**config.mk**
```make
export PLATFORM = sky130hd
export DESIGN_NAME = call_stack_flat
export DESIGN_NICKNAME = d
export VERILOG_FILES = /design/src/rtl/call_stack_if.sv /design/src/rtl/call_stack.sv /design/src/flat_wrapper.sv
export SDC_FILE = /design/constraint.sdc
export NUM_CORES = 1
export LEC_CHECK = 0
export BUFFER_PORTS_ARGS = -buffer_cell sky130_fd_sc_hd__buf_2
export CORE_UTILIZATION = 60
export DETAILED_ROUTE_END_ITERATION = 8
export PLACE_DENSITY = 0.84
export SLEW_MARGIN = 15
export SYNTH_ARGS = -nofsm -noshare
export SYNTH_HDL_FRONTEND = slang
export SYNTH_SLANG_ARGS = --single-unit
```
**constraint.sdc**
```tcl
create_clock -name Clk -period 8.05 [get_ports Clk]
set_clock_uncertainty 0.1 [all_clocks]
set_input_delay 2.415 -clock Clk [delete_from_list [all_inputs] [get_ports Clk]]
set_output_delay 2.415 -clock Clk [all_outputs]
set_load 0.005 [all_outputs]
```
**src/rtl/call_stack_if.sv**
```systemverilog
// Request/status bundle for the return-address stack: the control matrix drives
// Push/Pop/DIn/Err_Clr (master); the stack returns top entry, occupancy and error flags.
interface call_stack_if #(
    parameter int DataWidth = 16,
    parameter int Depth     = 8
);
    localparam int CountWidth = $clog2(Depth + 1);

    logic                  Push;
    logic                  Pop;
    logic [DataWidth-1:0]  DIn;
    logic                  Err_Clr;
    logic [DataWidth-1:0]  DOut;
    logic [CountWidth-1:0] Count;
    logic                  Empty;
    logic                  Full;
    logic                  Overflow;
    logic                  Underflow;

    modport master (
        output Push, Pop, DIn, Err_Clr,
        input  DOut, Count, Empty, Full, Overflow, Underflow
    );

    modport slave (
        input  Push, Pop, DIn, Err_Clr,
        output DOut, Count, Empty, Full, Overflow, Underflow
    );
endinterface

```
**src/rtl/call_stack.sv**
```systemverilog
// Multi-level return-address stack with occupancy status and sticky error flags.
// Define CALL_STACK_WRAP_EN for circular push-on-full; default drops pushes when full.
module call_stack #(
    parameter int DataWidth = 16,
    parameter int Depth     = 8
) (
    input  logic        Clk,
    input  logic        Reset,
    call_stack_if.slave bus
);
    localparam int CountWidth = $clog2(Depth + 1);
    localparam int PtrWidth   = $clog2(Depth);

    logic [DataWidth-1:0]  mem [Depth];
    logic [PtrWidth-1:0]   tp, tp_nxt, wr_addr;
    logic [CountWidth-1:0] count, count_nxt;
    logic                  wr_en, ovf_set, unf_set;
    logic                  empty, full, overflow, underflow;

    assign empty = (count == '0);
    assign full  = (count == CountWidth'(Depth));

    always_comb begin
        tp_nxt    = tp;
        count_nxt = count;
        wr_en     = 1'b0;
        wr_addr   = tp + PtrWidth'(1);
        ovf_set   = 1'b0;
        unf_set   = 1'b0;
        if (bus.Push && bus.Pop) begin
            if (empty) begin
                tp_nxt    = tp + PtrWidth'(1);
                count_nxt = count + CountWidth'(1);
                wr_en     = 1'b1;
                unf_set   = 1'b1;
            end else begin
                // Call immediately after return: replace top in place.
                wr_addr = tp;
                wr_en   = 1'b1;
            end
        end else if (bus.Push) begin
            if (!full) begin
                tp_nxt    = tp + PtrWidth'(1);
                count_nxt = count + CountWidth'(1);
                wr_en     = 1'b1;
            end else begin
                ovf_set = 1'b1;
`ifdef CALL_STACK_WRAP_EN
                tp_nxt  = tp + PtrWidth'(1);
                wr_en   = 1'b1;
`endif
            end
        end else if (bus.Pop) begin
            if (empty) begin
                unf_set = 1'b1;
            end else begin
                tp_nxt    = tp - PtrWidth'(1);
                count_nxt = count - CountWidth'(1);
            end
        end
    end

    always_ff @(posedge Clk or posedge Reset) begin
        if (Reset) begin
            tp        <= '0;
            count     <= '0;
            overflow  <= 1'b0;
            underflow <= 1'b0;
        end else begin
            tp        <= tp_nxt;
            count     <= count_nxt;
            overflow  <= (overflow  & ~bus.Err_Clr) | ovf_set;
            underflow <= (underflow & ~bus.Err_Clr) | unf_set;
        end
    end

    // Contents need no reset; Empty masks stale entries on DOut.
    always_ff @(posedge Clk) begin
        if (wr_en && !Reset)
            mem[wr_addr] <= bus.DIn;
    end

    assign bus.DOut      = empty ? '0 : mem[tp];
    assign bus.Count     = count;
    assign bus.Empty     = empty;
    assign bus.Full      = full;
    assign bus.Overflow  = overflow;
    assign bus.Underflow = underflow;
endmodule
```
**src/flat_wrapper.sv**
```systemverilog
// flat-port wrapper written by rule: the top's interface ports become plain ports
module call_stack_flat 
#(
    parameter int DataWidth = 16,
    parameter int Depth     = 8
)
  (Clk, Reset, bus_Push, bus_Pop, bus_DIn, bus_Err_Clr, bus_DOut, bus_Count, bus_Empty, bus_Full, bus_Overflow, bus_Underflow);
  call_stack_if #(.DataWidth(DataWidth), .Depth(Depth)) bus_i ();
  input  logic Clk;
  input  logic Reset;
  input wire logic [$bits(bus_i.Push)-1:0] bus_Push;
  input wire logic [$bits(bus_i.Pop)-1:0] bus_Pop;
  input wire logic [$bits(bus_i.DIn)-1:0] bus_DIn;
  input wire logic [$bits(bus_i.Err_Clr)-1:0] bus_Err_Clr;
  output wire logic [$bits(bus_i.DOut)-1:0] bus_DOut;
  output wire logic [$bits(bus_i.Count)-1:0] bus_Count;
  output wire logic [$bits(bus_i.Empty)-1:0] bus_Empty;
  output wire logic [$bits(bus_i.Full)-1:0] bus_Full;
  output wire logic [$bits(bus_i.Overflow)-1:0] bus_Overflow;
  output wire logic [$bits(bus_i.Underflow)-1:0] bus_Underflow;
  assign bus_i.Push = bus_Push;
  assign bus_i.Pop = bus_Pop;
  assign bus_i.DIn = bus_DIn;
  assign bus_i.Err_Clr = bus_Err_Clr;
  assign bus_DOut = bus_i.DOut;
  assign bus_Count = bus_i.Count;
  assign bus_Empty = bus_i.Empty;
  assign bus_Full = bus_i.Full;
  assign bus_Overflow = bus_i.Overflow;
  assign bus_Underflow = bus_i.Underflow;
  call_stack #(.DataWidth(DataWidth), .Depth(Depth)) u_core (.Clk(Clk), .Reset(Reset), .bus(bus_i));
endmodule
```
==> results.txt <==
The flow ran to the end, and the final reports show no timing, DRC or antenna violations. The number of cells traversed by the worst hold path came out at 1. No sink is reached through more buffers than the 2 on the longest clock path. The stage delay of the slowest cell on the critical path came out at around 630 ps.

The worst setup path is launched from a flip-flop. The leakage dissipation is 2.45 nW. The estimated wirelength of the detail-placed design came out at around 6400 um. STA classifies the critical path endpoint as a primary output. The sum of overflow across all layers after global routing came out at 0. CTS built an H-tree with a depth of 4. Measured along the y axis, the die boundary spans around 100 um.

The global routing usage summed across all routing layers came out at 0.249. The relative max-transition margin is 0.394. The cell depth of the worst flop-to-flop path came out at 8.

between 40 and 50 I/O pins were placed. The sum of routed wire length over all layers is ~11,000 um. The setup slack after placement is between 3000 and 4000 ps. Setup repair after global routing left no endpoint under its margin.

The combinational share of power came out at 0.304. In this run the mean area of a mapped cell was 18.5 um^2. The initial antenna violation count came out at 0. The critical path runs through a total of 5 cells.

The number of flip-flops and latches in the synthesized netlist came out at ~140. The area of the die came out at about 10,000 um^2. The critical path buffer and inverter count is 2.

The internal portion of the total power is between 1.5 and 2 mW. The routed layout has between 3,000 and 4,000 vias. By startpoint and endpoint, the worst setup path is classified as reg2out.

The most used standard cell by instance count after synthesis is edfxtp_1. The core outline area came out at 9330 um^2. The share of synthesized flip-flops with an asynchronous set or reset came out at 0.0657.

The number of slew-limit violations in the final report is 0. The antenna violation net count after detailed routing is 0. The synthesized netlist cell count is 315.

The clock network fraction of total power is 0.332. Setup violations remaining at the end of the flow were counted as 0. The slowest stage of the critical path is the mux4_2 cell. The fmax is between 200 and 250 MHz. The ratio of total power to cell area came out at about 360 nW/um^2. The final period utilization is 0.615. The endpoint identified for the worst register-to-register timing path is u_core.mem[0][10]. In the final routing, the length of wire on met1 measures around 4600 um. The share of synthesized area in the top cell type comes to 0.661. The worst register-to-register path begins at u_core.tp[0]. The biggest area contributor in the post-synthesis netlist is edfxtp_1. For the final routed database, the setup TNS stands at 0 ps. The maximum VDD drop came out at 0.273 mV. The signal arrival time at the worst endpoint came out at 2440 ps. The layout overhead on the synthesized area is 16.8%. The count of max-cap constraint violations came out at 0. The slew at the pin with the worst max-slew slack is around 900 ps. The post-route worst hold slack is slightly above 400 ps. The starting utilization of the core area came out at 0.624. TritonCTS built the clock tree. Input and output buffers added on the ports amount to 44.

For this run, design rule violations remaining after detail routing come to 0. The signal on the critical path passes through buf_4 > mux4_2 > mux2i_1 > nor2_1 > buf_2. The global-route wire length before repair is roughly 17,000 um. For the worst-skew pair, the clock arrives at the later sink with an insertion delay of 520 ps. The average vias per placed instance came out at about 6.2. The final net count is ~400. STA puts the critical path data required time at between 5000 and 6000 ps.

CTS placed an instance of clkbuf_8 at the clock tree root. 0 antenna diodes ended up in the layout. In the final layout, the share of cells above drive strength 1 is 0.347. The row count is 35. In the detailed route, the total length drawn on met2 is slightly below 6000 um. The number of clock buffers added by TritonCTS is 17.

The clock transition at the registers of the reported paths is 60 ps. The synthesized area came out at 5820 um^2. The length of routed met3 wiring came out at 661 um.

The number of buffers inserted by hold repair at cts is 0. The first detailed-routing pass took 5 iterations. The commonest cells after synthesis are edfxtp_1, mux4_2, nor2_1. Yosys attributes the largest share of cell area to edfxtp_1, mux4_2, dfrtp_1. The number of sinks on the clock net is between 100 and 150. The final standard cell count with taps included and fillers excluded is 512. The switching part of the total power is 0.301. The post-cts resize count is 0. In the final routed layout, each cell accounts on average for ~22 um. The path class of the tightest hold or removal check is reg2reg. The worst hold path endpoint is u_core.bus.Overflow. Along the worst path, the maximum fanout reaches 37. For this design the total switching power over the nets is 0.745 mW. The largest net degree at the start of global routing is 41. Grouping stages by cell kind, the critical path spends the most delay in multiplexers.

The number of DRC markers after the initial detailed-route iteration is about 230. The number of cells after detailed placement is 480. The horizontal extent of the die came out at around 100 um. The global placer's final weighted congestion came out at approximately 0.78. Counting flops with a built-in enable in the synthesized netlist gives 128.

Routed signal wires occupy layers up through met4. Of the total power, registers draw 0.364. The number of different library cells used by synthesis comes to 46. Setup slack on the worst reg-to-reg path comes out at ~4500 ps. The via count of the first global-routing pass is roughly 3,200. The synthesized net count came out at between 300 and 400. The minimum period implied by the final worst setup slack is roughly 5000 ps. During synthesis, Yosys emitted a total of 0 warnings. The sequential area share after synthesis is 0.700. The setup slack after layout came out at just over 3000 ps. In the synthesized netlist the dominant register cell turns out to be edfxtp_1. The startpoint of the tightest hold check path is u_core.bus.Overflow. The final-report hold violation count is 0. The total setup buffers inserted after CTS came out at 0.
-- worst max path at each step --
stage / to / slack (ps) / startpoint
after floorplan: u_core.mem[3][0] / 3150 / bus_Push
after global placement: u_core.mem[0][11] / 3260 / bus_Push
after detailed placement: u_core.mem[0][9] / 3150 / bus_Push
after CTS: bus_DOut[11] / 3040 / u_core.tp[0]
after global routing: bus_DOut[9] / 2940 / u_core.tp[0]
final: bus_DOut[11] / 3100 / u_core.tp[0]
-- worst register-to-register path: cells and delay by family, from the launching register on --
kind | cells | cell delay, ps
AO/OA/AOI/OAI | 2 | 250
AND/OR/NAND/NOR | 2 | 990
flip-flops | 1 | 350
adder cells (fa/ha/maj) | 1 | 450
buffers and inverters | 3 | 1120
-- sequential cells by signal, indices dropped and copies added (netlist names) --
register / cells
u_core.mem: 128
u_core.bus.Count: 4
u_core.tp: 3
u_core.bus.Overflow: 1
u_core.bus.Underflow: 1
-- power by group through the flow --
stage          registers (mW)  logic (mW)  clock network (mW)
2_1_floorplan           0.900       0.563                   0
3_3_place_gp            0.906       0.729                   0
3_5_place_dp            0.912       0.748                   0
4_1_cts                 0.899       0.762               0.827
5_1_grt                 0.905       0.815               0.856
6_report                0.898       0.752               0.821
-- cell usage in the layout (no fill, tap or decap), drive strengths merged, types with 2 or more instances in the layout --
master / Yosys / final
edfxtp: 128 / 128
nand2: 4 / 4
ha: 5 / 5
dfrtp: 9 / 9
nor2b: 4 / 4
xor2: 2 / 2
nand3b: 3 / 3
mux2i: 20 / 20
clkbuf: 4 / 18
mux4: 32 / 32
nand2b: 2 / 2
xnor2: 5 / 5
and3b: 2 / 2
nor3b: 2 / 2
nand4: 2 / 2
inv: 10 / 16
bufinv: 0 / 4
buf: 15 / 55
nor2: 25 / 25
o21ai: 9 / 9
a21oi: 6 / 6
clkinv: 0 / 3
a22o: 2 / 2
nor3: 3 / 3
a211oi: 6 / 6
-- area by class of cell --
class                   instances  area, um^2
repair buffers                 55         303
flip-flops and latches        137        4070
clock inverters                14         211
well taps                     129         161
multi-input cells             149        1590
inverters                      10        40.0
fillers                       555        2540
clock buffers                  18         418
-- logic make-up after synthesis --
family	after synthesis	synth area share
DFF	137	0.700
and+or+nand+nor	53	0.0495
muxes	52	0.158
buffers and inverters	29	0.0284
xor gates and xnor gates	7	0.0105
AOI/OAI and AO/OA	32	0.0430
adders and majority gates	5	0.0108
-- routing by layer --
layer,track usage,up-vias
li1,-,1370
met1,0.323,1643
met2,0.392,142
met3,0.0569,27
met4,0.140,0
met5,0,-
-- per-stage QoR --
| step | cell area [um^2] | total power [mW] | util |
|---|---|---|---|
| floorplan | 5820 | 1.46 | - |
| global placement | 6160 | 1.63 | 0.661 |
| detailed placement | 6160 | 1.66 | 0.661 |
| CTS | 6790 | 2.49 | 0.728 |
| global route | 6790 | 2.58 | 0.728 |
| finish | 6790 | 2.47 | 0.728 |
Note: power is estimated with default switching activity, not from simulation.
